[config.mk]
export PLATFORM = sky130hd
export DESIGN_NAME = oam_dma_ctrl_flat
export DESIGN_NICKNAME = d
export VERILOG_FILES = /design/src/rtl/oam_dma_pkg.sv /design/src/rtl/oam_dma_if.sv /design/src/rtl/oam_dma_ctrl.sv /design/src/flat_wrapper.sv
export SDC_FILE = /design/constraint.sdc
export NUM_CORES = 1
export LEC_CHECK = 0
export CELL_PAD_IN_SITES_DETAIL_PLACEMENT = 1
export CELL_PAD_IN_SITES_GLOBAL_PLACEMENT = 1
export CORE_AREA = 8 8 79 81
export CTS_CLUSTER_DIAMETER = 80
export DETAILED_ROUTE_END_ITERATION = 7
export DIE_AREA = 0 0 87 89
export PLACE_DENSITY = 0.76
export SLEW_MARGIN = 20
export SYNTH_ARGS = -nofsm -noshare
export SYNTH_HDL_FRONTEND = slang
export SYNTH_SLANG_ARGS = --single-unit
[constraint.sdc]
create_clock -name clock -period 2.2 [get_ports clock]
set_input_delay 0.55 -clock clock [delete_from_list [all_inputs] [get_ports clock]]
set_output_delay 0.55 -clock clock [all_outputs]
set_load 0.02 [all_outputs]
[src/rtl/oam_dma_pkg.sv]
// Shared types and constants for the OAM DMA controller.
// Optional build macro: OAM_DMA_ALIGN_EN (adds the parity-driven ALIGN cycle).
package oam_dma_pkg;

    // FSM states of the DMA engine
    typedef enum logic [2:0] {
        IDLE  = 3'd0,
        HALT  = 3'd1,
        ALIGN = 3'd2,
        READ  = 3'd3,
        WRITE = 3'd4
    } state_e;

    // Default CPU trigger register and fixed OAM data port
    localparam logic [15:0] DMA_REG_ADDR_DEF = 16'h4014;
    localparam logic [15:0] DEST_ADDR_DEF    = 16'h2004;

    // A CPU write cycle to the DMA register starts a transfer
    function automatic logic is_dma_trigger(input logic [15:0] addr,
                                            input logic        rw,
                                            input logic [15:0] reg_addr);
        return (rw == 1'b0) && (addr == reg_addr);
    endfunction

endpackage

[src/rtl/oam_dma_if.sv]
// CPU-side request and shared-bus signals of the OAM DMA controller.
// Optional build macro: OAM_DMA_ALIGN_EN (no effect on this interface).
interface oam_dma_if;
    logic [15:0] cpu_addr;
    logic        cpu_rw;
    logic [7:0]  cpu_data_out;
    logic        cpu_rdy;
    logic [15:0] bus_addr;
    logic        bus_rw;
    logic [7:0]  bus_data_out;
    logic [7:0]  bus_data_in;
    logic        busy;

    // CPU/memory side (drives requests and read data)
    modport master (
        output cpu_addr, cpu_rw, cpu_data_out, bus_data_in,
        input  cpu_rdy, bus_addr, bus_rw, bus_data_out, busy
    );

    // DMA controller side
    modport slave (
        input  cpu_addr, cpu_rw, cpu_data_out, bus_data_in,
        output cpu_rdy, bus_addr, bus_rw, bus_data_out, busy
    );
endinterface

[src/rtl/oam_dma_ctrl.sv]
// OAM DMA controller: a CPU write of a page number to DMA_REG_ADDR halts the
// CPU and copies 256 bytes from {page, 00..FF} to DEST_ADDR, one read and one
// write per byte. In IDLE the CPU bus passes straight through to the shared bus.
// Optional build macro: OAM_DMA_ALIGN_EN (when defined, a halt that starts on an
// odd parity cycle inserts one extra ALIGN cycle before the first read).
module oam_dma_ctrl
    import oam_dma_pkg::*;
#(
    parameter logic [15:0] DMA_REG_ADDR = DMA_REG_ADDR_DEF,
    parameter logic [15:0] DEST_ADDR    = DEST_ADDR_DEF
) (
    input  logic         clock,
    input  logic         reset,
    oam_dma_if.slave     dma
);

    state_e     state_q, state_d;
    logic [7:0] page_q,  page_d;
    logic [7:0] idx_q,   idx_d;
    logic [7:0] data_q,  data_d;

`ifdef OAM_DMA_ALIGN_EN
    logic parity_q, parity_d;

    // Free-running cycle parity, toggles every clock in every state
    always_comb begin
        parity_d = ~parity_q;
    end

    // Parity register
    always_ff @(posedge clock or posedge reset) begin
        if (reset) begin
            parity_q <= 1'b0;
        end else begin
            parity_q <= parity_d;
        end
    end
`endif

    // State, page, index and data registers; reset aborts any transfer
    always_ff @(posedge clock or posedge reset) begin
        if (reset) begin
            state_q <= IDLE;
            page_q  <= 8'h00;
            idx_q   <= 8'h00;
            data_q  <= 8'h00;
        end else begin
            state_q <= state_d;
            page_q  <= page_d;
            idx_q   <= idx_d;
            data_q  <= data_d;
        end
    end

    // Next-state logic and the inline bus mux (passthrough unless overridden)
    always_comb begin
        state_d          = state_q;
        page_d           = page_q;
        idx_d            = idx_q;
        data_d           = data_q;
        dma.bus_addr     = dma.cpu_addr;
        dma.bus_rw       = dma.cpu_rw;
        dma.bus_data_out = dma.cpu_data_out;
        dma.cpu_rdy      = 1'b0;

        case (state_q)
            IDLE: begin
                dma.cpu_rdy = 1'b1;
                if (is_dma_trigger(dma.cpu_addr, dma.cpu_rw, DMA_REG_ADDR)) begin
                    page_d  = dma.cpu_data_out;
                    idx_d   = 8'h00;
                    state_d = HALT;
                end else begin
                    state_d = IDLE;
                end
            end
            HALT: begin
                // Dummy read at the CPU's address while the CPU halts
                dma.bus_rw = 1'b1;
`ifdef OAM_DMA_ALIGN_EN
                state_d = parity_q ? ALIGN : READ;
`else
                state_d = READ;
`endif
            end
            ALIGN: begin
                dma.bus_rw = 1'b1;
                state_d    = READ;
            end
            READ: begin
                dma.bus_addr = {page_q, idx_q};
                dma.bus_rw   = 1'b1;
                data_d       = dma.bus_data_in;
                state_d      = WRITE;
            end
            WRITE: begin
                dma.bus_addr     = DEST_ADDR;
                dma.bus_rw       = 1'b0;
                dma.bus_data_out = data_q;
                idx_d            = idx_q + 8'd1;
                state_d          = (idx_q == 8'hFF) ? IDLE : READ;
            end
            default: begin
                dma.cpu_rdy = 1'b1;
                state_d     = IDLE;
            end
        endcase
    end

    // Busy whenever a transfer is in progress
    always_comb begin
        dma.busy = (state_q != IDLE);
    end

endmodule

[src/flat_wrapper.sv]
// flat-port wrapper written by rule: the top's interface ports become plain ports
module oam_dma_ctrl_flat import oam_dma_pkg::*;
#(
    parameter logic [15:0] DMA_REG_ADDR = DMA_REG_ADDR_DEF,
    parameter logic [15:0] DEST_ADDR    = DEST_ADDR_DEF
)
  (clock, reset, dma_cpu_addr, dma_cpu_rw, dma_cpu_data_out, dma_bus_data_in, dma_cpu_rdy, dma_bus_addr, dma_bus_rw, dma_bus_data_out, dma_busy);
  oam_dma_if dma_i ();
  input  logic clock;
  input  logic reset;
  input wire logic [$bits(dma_i.cpu_addr)-1:0] dma_cpu_addr;
  input wire logic [$bits(dma_i.cpu_rw)-1:0] dma_cpu_rw;
  input wire logic [$bits(dma_i.cpu_data_out)-1:0] dma_cpu_data_out;
  input wire logic [$bits(dma_i.bus_data_in)-1:0] dma_bus_data_in;
  output wire logic [$bits(dma_i.cpu_rdy)-1:0] dma_cpu_rdy;
  output wire logic [$bits(dma_i.bus_addr)-1:0] dma_bus_addr;
  output wire logic [$bits(dma_i.bus_rw)-1:0] dma_bus_rw;
  output wire logic [$bits(dma_i.bus_data_out)-1:0] dma_bus_data_out;
  output wire logic [$bits(dma_i.busy)-1:0] dma_busy;
  assign dma_i.cpu_addr = dma_cpu_addr;
  assign dma_i.cpu_rw = dma_cpu_rw;
  assign dma_i.cpu_data_out = dma_cpu_data_out;
  assign dma_i.bus_data_in = dma_bus_data_in;
  assign dma_cpu_rdy = dma_i.cpu_rdy;
  assign dma_bus_addr = dma_i.bus_addr;
  assign dma_bus_rw = dma_i.bus_rw;
  assign dma_bus_data_out = dma_i.bus_data_out;
  assign dma_busy = dma_i.busy;
  oam_dma_ctrl #(.DMA_REG_ADDR(DMA_REG_ADDR), .DEST_ADDR(DEST_ADDR)) u_core (.clock(clock), .reset(reset), .dma(dma_i));
endmodule
Word-level counts from Yosys, hierarchy flattened
Index checks and enable logic that the tools add are counted.
- multiplexer cells: 9
- add/subtract/negate cells: 1
- equality and inequality tests: 7
- reduce and logical (&&, ||, !) cells: 9
- bitwise operators: 1
- operators with widths (cell ; number):
    case mux 16 bit (2 select lines) ; 1
    equality test 16 x 15 -> 1 bit (second input constant) ; 1
    two-way mux 8 bit ; 2
    case mux 8 bit (2 select lines) ; 1
    case mux 3 bit (4 select lines) ; 1
    adder 8 x 1 -> 8 bit (second input constant) ; 1
    equality test 8 bit (second input constant) ; 1
    equality test 3 x 2 -> 1 bit (second input constant) ; 2
    AND reduction 2 bit ; 2
    OR reduction 4 bit ; 1
    equality test 3 x 1 -> 1 bit (second input constant) ; 1
    equality test 3 bit (second input constant) ; 1
    zero test 3 bit ; 1
    nonzero test 3 bit ; 1
    OR reduction 3 bit ; 1
    two-way mux 1 bit ; 2
    two-way mux 2 bit ; 1
    inequality test 2 x 1 -> 1 bit (second input constant) ; 1
    case mux 1 bit (2 select lines) ; 1
    nonzero test 2 bit ; 1
    OR reduction 2 bit ; 1
    logical AND 1 bit ; 1
    inverter 1 bit ; 1
- input port bits: 35
- logic and storage cells: 31
- bits in registers: 27
- output and inout port bits: 27

Logic depth before layout (Yosys ltp)
- word-level depth: 4
- depth in mapped cells: 6
- gate-level depth less buffers: 5

Worst setup path after synthesis
Ideal clock, no wire load.
- kind: reg2out
- from: reg u_core.state_q[2]
- to: out dma_bus_addr[0]
- data required time: 1.650 ns
- path buffers: 3
- data arrival time: 1.463 ns
- stages on the path, launching flop included: 7
- slack: 0.187 ns
- path through: dfrtp_1 buf_2 and3b_1 buf_2 nor2_1 buf_2 a22o_1
- word-level cells in the longest chain between the ends: 2
- elaborated cells on any way between the ends: 3
- classes of those cells: 2 x eq/ne; 1 x mux
- ends and longest elaborated chain (what ; line ; text):
    start, declared ; oam_dma_ctrl.sv:17 ; state_e state_q, state_d;
    start signal, assigned ; oam_dma_ctrl.sv:48 ; state_q <= state_d;
    equality test 3 bit / equality test 3 x 2 -> 1 bit (equally long branches) ; oam_dma_ctrl.sv:66 ; case (state_q)
    case mux 16 bit (2 select lines) (*) ; oam_dma_ctrl.sv:66 ;
    end, declared ; flat_wrapper.sv:16 ; output wire logic [$bits(dma_i.bus_addr)-1:0] dma_bus_addr;
Mark *: on every way between the ends. The rest lies on a longest branch, timed or not.

Worst setup path in the final report
- from: reg u_core.state_q[2]
- to: out dma_bus_addr[10]
Same word-level chain as after synthesis.

==> impl_metrics.yaml <==
critical_path:
  path_cells: "and3b_2 > nor2_4 > buf_6 > buf_12 > a22o_1 > buf_6"
  endpoint_kind: "output port"
  cp.arrival_ps: 1710
  worstRegToRegCells: 6
  cpMostUsedCell: "buf_6"
  required_ps: 1650
  r2r-start: "u_core.state_q[2]"
  crit_path_end: "dma_bus_addr[10]"
  critPathLaunch: "u_core.state_q[2]"
  rr_endpoint: "u_core.page_q[7]"
  start_kind: "flip-flop"
  reg2reg_setup_slack_ps: 230
  cpLargestDelayFamily: "flip-flops"
  worst-path-max-fanout: 5
  path_buf_inv: 3
  criticalPathCategory: "flip-flop to output port"
  critPathSlowestCell: "dfrtp_1"
  max_stage_delay_ps: 440
  cp.depth: 6
yosys:
  syn_inst: 153
  syn_area_mm2: 0.00156
  yosys_warnings: 0
  synthDistinctLibCells: 38
  yosysSeqAreaShare_pct: 43.2
  synth.avg_cell_area_um2: 10.2
  ys_seq_elements: 27
  synth_nets: 189
global_routing:
  grt.total_usage_pct: 14.2
  grt_pass1_wl_um: 8600
  grt_max_degree: 28
  first_global_vias: 1638
  antenna_found_initial: 0
  grt_overflow: 0
layout:
  nFillCells: 585
  design_area_mm2: 0.00254
  drive_gt1_share_pct: 36.9
  num_antenna_cells: 0
  areaGrowthSynthToFinish_pct: 62.7
  fin_util_pct: 51.1
  final_nets: 278
pwr:
  ir_worst_vdd_mv: 0.783
  static-leakage-power_uw: 0.00125
  power_density_mw_per_mm2: 1190
  finalPower_uw: 3020
run_status:
  violations: "negative setup slack"
  status: "complete, but fails checks"
timing:
  max_freq_mhz: 442
  tightest_slew_ps: 372
  setup_violations: 10
  rsz0062_at_grt: "true"
  maxSlewViolCount: 0
  fin_ws_ps: -62.1
  fin_setup_tns_ps: -493
  fin_worst_skew_ps: 6.16
  fin_crit_ps: 2260
  max_slew_margin_pct: 75.2
  fin_crit_sh_pct: 103
  hold_viol: 0
routing:
  ant_nets: 0
  drt_pass1_iterations: 4
  wl_per_cell_um: 17.2
  drt-total-wl_um: 5340
  drt_iter0_drc: 48
  via_count: 1502
  routed_via_density: 4.83
  drc: 0
flow_run:
  max_cap_violations: 0
cts:
  clk_pin_slew_worst_paths_ps: 110
  clk_path_buf_depth: 2
  tritoncts: "yes"
  clock_latency_ps: 280
  cts_max_level: 1
  clock-sinks: 27
  cts_buffers: 3
  root_buffer: "clkbuf_8"
placed_design:
  port_buffers: 61
  dp.final_hpwl_um: 4010
  place_congestion: 0.777
  placed_area_mm2: 0.00239
floorplan:
  ios: 62
  dieArea_mm2: 0.00774
  initial_utilization_pct: 31.4
  core-area_mm2: 0.00498
  rows: 26
  die_w_um: 87
  die_h_um: 89
hold_path:
  hp-class: "flip-flop to flip-flop"
  whs_path_depth: 1
[cells in the mapped netlist (all sizes together)]
cell	n	area, µm²
or2	1	6.26
a41o	1	10.0
nand4	1	6.26
nor2	5	35.0
dfrtp	27	676
nor4	2	12.5
or3b	1	8.76
o21ai	10	50.1
xor2	1	8.76
nor2b	2	12.5
mux2i	4	40.0
inv	3	11.3
nand3b	1	7.51
ha	1	12.5
nor3b	3	22.5
nand3	2	10.0
o2bb2ai	1	8.76
o22ai	2	12.5
or3	2	17.5
o211ai	2	15.0
nand4b	1	23.8
clkbuf	3	11.3
and3	2	12.5
and3b	1	8.76
mux2	16	195
nand2	34	128
nor4b	1	8.76
a22o	14	123
buf	7	55.1
xnor2	1	8.76
a21oi	1	5.00
[registers in the layout, indices dropped and copies added, names as in the netlist]
register	flops
u_core.idx_q	8
u_core.page_q	8
u_core.state_q	3
u_core.data_q	8
[per-stage QoR]
step	setup WS, ps	instances	hold WS [ps]
3_3_place_gp	-222	300	488
2_1_floorplan	187	153	480
4_1_cts	-95.7	309	523
5_1_grt	-146	311	534
3_5_place_dp	-250	300	496
6_report	-62.1	311	520
[metal layers]
layer / wire length [µm] / track usage [%] / up-vias
li1: - / - / 724
met1: 2260 / 17.1 / 739
met2: 2750 / 24.9 / 37
met3: 308 / 3.86 / 2
met4: 19 / 2.82 / 0
met5: 0 / 0 / -
[cells in the final DEF (no fill, tap or decap), drive strengths merged]
cell type,instances
a41o,1
clkbuf,9
mux2i,4
o211ai,2
nor4b,1
nor2,5
nor4,2
xnor2,1
buf,53
nand3b,1
a21oi,1
o2bb2ai,1
nor2b,2
xor2,1
nor3b,3
dfrtp,27
nand3,2
nand4,1
and3,2
nand4b,1
nand2,34
or2,1
or3,2
a22o,14
inv,3
or3b,1
clkdlybuf4s50,34
o21ai,10
and3b,1
ha,1
clkinvlp,1
bufbuf,1
o22ai,2
mux2,16
[kinds of logic (layout without fill, tap and decap cells)]
| family | Yosys count | after routing | share of synthesized area, % |
|---|---|---|---|
| multiplexers | 20 | 20 | 15.1 |
| buffers and inverters | 13 | 101 | 4.96 |
| XOR/XNOR | 2 | 2 | 1.12 |
| AND/OR/NAND/NOR | 59 | 59 | 20.5 |
| flip-flops | 27 | 27 | 43.2 |
| AO/OA/AOI/OAI | 31 | 31 | 14.3 |
| adder cells (fa/ha/maj) | 1 | 1 | 0.801 |
[worst min-delay path by stage]
stage | slack, ps | endpoint | start
finish | 520 | u_core.data_q[4] | u_core.data_q[4]
CTS | 520 | u_core.page_q[7] | u_core.page_q[7]
floorplan | 480 | u_core.data_q[1] | u_core.data_q[1]
global route | 530 | u_core.data_q[2] | u_core.data_q[2]
detailed placement | 500 | u_core.page_q[5] | u_core.page_q[5]
global placement | 490 | u_core.data_q[6] | u_core.data_q[6]
[worst reg2reg max path: stages, from the launching register on]
cell	delay [ps]
dfrtp_1	440
buf_4	150
buf_4	130
or3_4	340
nand4b_4	220
nor2_8	220
mux2_2	370
[area by class of cell]
class	instances	area, µm²	share of cell area, %
clock inverters	1	7.51	0.295
repair buffers	94	885	34.8
flip-flops and latches	27	678	26.7
clock buffers	3	41.3	1.62
multi-input cells	113	832	32.7
well taps	70	87.6	3.44
inverters	3	11.3	0.443
[report_power, final]
part | internal, µW | leakage (µW) | switching, µW | total [µW]
clock | 129 | 0.0000217 | 173 | 302
sequential | 675 | 0.000334 | 190 | 864
combinational | 997 | 0.000891 | 853 | 1850
[what timing repair did]
item | in CTS | in global routing
cloned | 1 | 0
hold buffers | 0 | 0
gates resized for setup | 100 | 45
pin swaps | 0 | 6
setup buffers | 4 | 2
endpoints found under the setup margin | 27 | 27
Power figures use the tool's default switching activity.
==> edit (config.mk and constraints unchanged) <==
Build with the macro `OAM_DMA_ALIGN_EN` defined.
--- a/src/rtl/oam_dma_ctrl.sv
+++ b/src/rtl/oam_dma_ctrl.sv
@@ -3,6 +3,8 @@
 // write per byte. In IDLE the CPU bus passes straight through to the shared bus.
 // Optional build macro: OAM_DMA_ALIGN_EN (when defined, a halt that starts on an
 // odd parity cycle inserts one extra ALIGN cycle before the first read).
+`define OAM_DMA_ALIGN_EN
+
 module oam_dma_ctrl
     import oam_dma_pkg::*;
 #(
Check against the original RTL: not equivalent (Yosys sat finds a counterexample within 4 cycles, from zero or initial values and one cycle with reset high).
==> edit against the original RTL <==
The flow still finishes with violations (negative setup slack). Maximum frequency up 2.4%. Worst setup slack better by 53 ps. Final area up 3.7%. Wire length up 8.2%. Utilization up 1.9 points. Total power up 1.3%. Sequential cell count up 1. Synthesized area up 3.8%. Largest cell class unchanged.
==> edit: results (changes against the original RTL) <==
- Worst Tran Pin Value: 383 ps (was 372 ps)
- IO buf count: 61 (unchanged)
- Sw Ratio: 39.3% (was 40.3%)
- VDD IR-drop max: 0.515 mV (was 0.783 mV)
- Total number of vias: 1,617 (was 1,502)
- Pleak: 1.30 nW (was 1.25 nW)
- Final setup viols: 1 (was 10)
- Worst Skew: 2.72 ps (was 6.16 ps)
- Routability Congestion: 0.807 (was 0.777)
- Async S/R FF share, synth: 100% (unchanged)
- Failing checks: negative setup slack (unchanged)
- Clk root buf: clkbuf_8 (unchanged)
- FILL cells: 563 (was 585)
- DR iter-0 viols: 68 (was 48)
- Worst-skew pair later-pin latency: 280 ps (about the same)
- Vias in the first global route: 1,901 (was 1,638)
- Seq/Total Area, Yosys: 43.2% (about the same)
- Inst Count DP: 316 (was 300)
- CORE AREA: 0.00498 mm² (unchanged)
- Layout cells sized above 1: 36.6% (was 36.9%)
- H-tree depth: 1 (unchanged)
- Synth unique cells: 38 (unchanged)
- Total track usage: 15.9% (was 14.2%)
- Yosys top cell by area: dfrtp_1 (unchanged)
- Via density per instance: 4.99 (was 4.83)
- Largest net degree at the start of global routing: 29 (was 28)
- Setup WS post-layout: -9.59 ps (was -62.1 ps)
- Mapped Nets: 198 (was 189)
- Postcts setup bufs: 3 (was 4)
- Status: finished with violations (unchanged)
- Post-CTS sizing: 113 (was 100)
- Top post-synthesis cells by count: nand2_1, dfrtp_1, a22o_1 (unchanged)
- Worst EP arrival: 1660 ps (was 1710 ps)
- CTS Buf Count: 3 (unchanged)
- Synth area leaders: dfrtp_1, mux2_2, nand2_1, a22o_1, mux2_4 (unchanged)
- Max clock buf depth: 2 (unchanged)
- # diodes: 0 (unchanged)
- Post-synth EDFFs: 0 (unchanged)
- Initial antenna violation count: 0 (unchanged)
- WL final: 5770 µm (was 5340 µm)
- First-pass iteration count of the detailed router: 4 (unchanged)
- Largest fanout on the critical path: 10 (was 5)
- Final HPWL DP: 4130 µm (was 4010 µm)
- Synthesized instance count: 162 (was 153)
- Cell Area, Placed: 0.00252 mm² (was 0.00239 mm²)
- NumNets Final: 291 (was 278)
- First-pass GRT wire length: 9650 µm (was 8600 µm)
- Yosys Warn Count: 0 (unchanged)
- Clock transition at the registers of the reported paths: 100 ps
## edit: cell types whose count changed in the layout (fill, tap and decap cells not counted), moves of 2 or more
cell / unedited run / this run
o22ai_1: 2 / 5
clkbuf_2: 6 / 1
o31ai_1: 0 / 3
buf_6: 19 / 12
inv_1: 3 / 7
buf_4: 23 / 41
o21ai_0: 8 / 6
nor3_1: 0 / 3
mux2i_1: 4 / 1
## edit: area by class of cell
type	instances	area, µm²	area share, %
clock buffers	3	41.3	1.57
clock inverters	1	30.0	1.14
inverters	7	26.3	0.997
multi-input cells	116	842	31.9
flip-flops and latches	28	704	26.7
well taps	70	87.6	3.32
repair buffers	99	905	34.3
## edit: routing by layer
layer  GRT usage (%)  vias to the layer above  wire (µm)  part of all wire, %
li1                -                      762          -                    -
met1            17.8                      803       2380                   41
met2            29.8                       48       2980                   52
met3            3.95                        4        366                  6.3
met4            3.29                        0         41                 0.71
met5               0                        -          0                    0
## edit: cells by family after synthesis
logic type / after synthesis / synth area share (%)
XOR/XNOR: 3 / 1.62
multiplexers: 17 / 12.7
AO/OA/AOI/OAI: 33 / 14.6
buffers and inverters: 18 / 5.94
adder cells (fa/ha/maj): 1 / 0.771
flip-flops: 28 / 43.2
AND/OR/NAND/NOR: 62 / 21.2
## edit: per-stage QoR
stage / worst slack, ps / util (%) / setup TNS [ps]
after floorplan: 139 / - / 0
after global placement: -316 / 50.6 / -7050
after detailed placement: -325 / 50.6 / -7820
after CTS: -23.9 / 51.6 / -41.8
after global routing: -77.7 / 53.0 / -1150
final: -9.59 / 53.0 / -9.59
## edit: worst max-delay path, cell delays in order (launching register included)
cell and delay [ps]:
dfrtp_2 420, buf_4 130, or3b_1 360, buf_6 170, buf_12 130, nand2_1 60
buf_6 120
## edit: worst paths after layout
path	start	endpoint	slack, ps	depth (start not counted)
max in group asynchronous	reset	u_core.state_q[1]$_DFF_PP0_	1270	3
min in group asynchronous	reset	u_core.data_q[7]$_DFFE_PP0N_	630	3
worst max register to register	u_core.state_q[1]$_DFF_PP0_	u_core.page_q[3]$_DFFE_PP0P_	210	5
worst max-delay path	u_core.state_q[2]$_DFF_PP0_	dma_bus_addr[2]	-10	6
worst min-delay path	u_core.parity_q$_DFF_PP0_	u_core.parity_q$_DFF_PP0_	420	1
worst min register to register	u_core.parity_q$_DFF_PP0_	u_core.parity_q$_DFF_PP0_	420	1
## edit: power by group through the flow
stage | logic (W) | clock network (W) | registers [W]
finish | 0.00173 | 0.000424 | 0.000902
global route | 0.00187 | 0.000449 | 0.000926
CTS | 0.00164 | 0.000430 | 0.000895
detailed placement | 0.00165 | 0 | 0.000895
global placement | 0.00160 | 0 | 0.000877
floorplan | 0.000928 | 0 | 0.000808
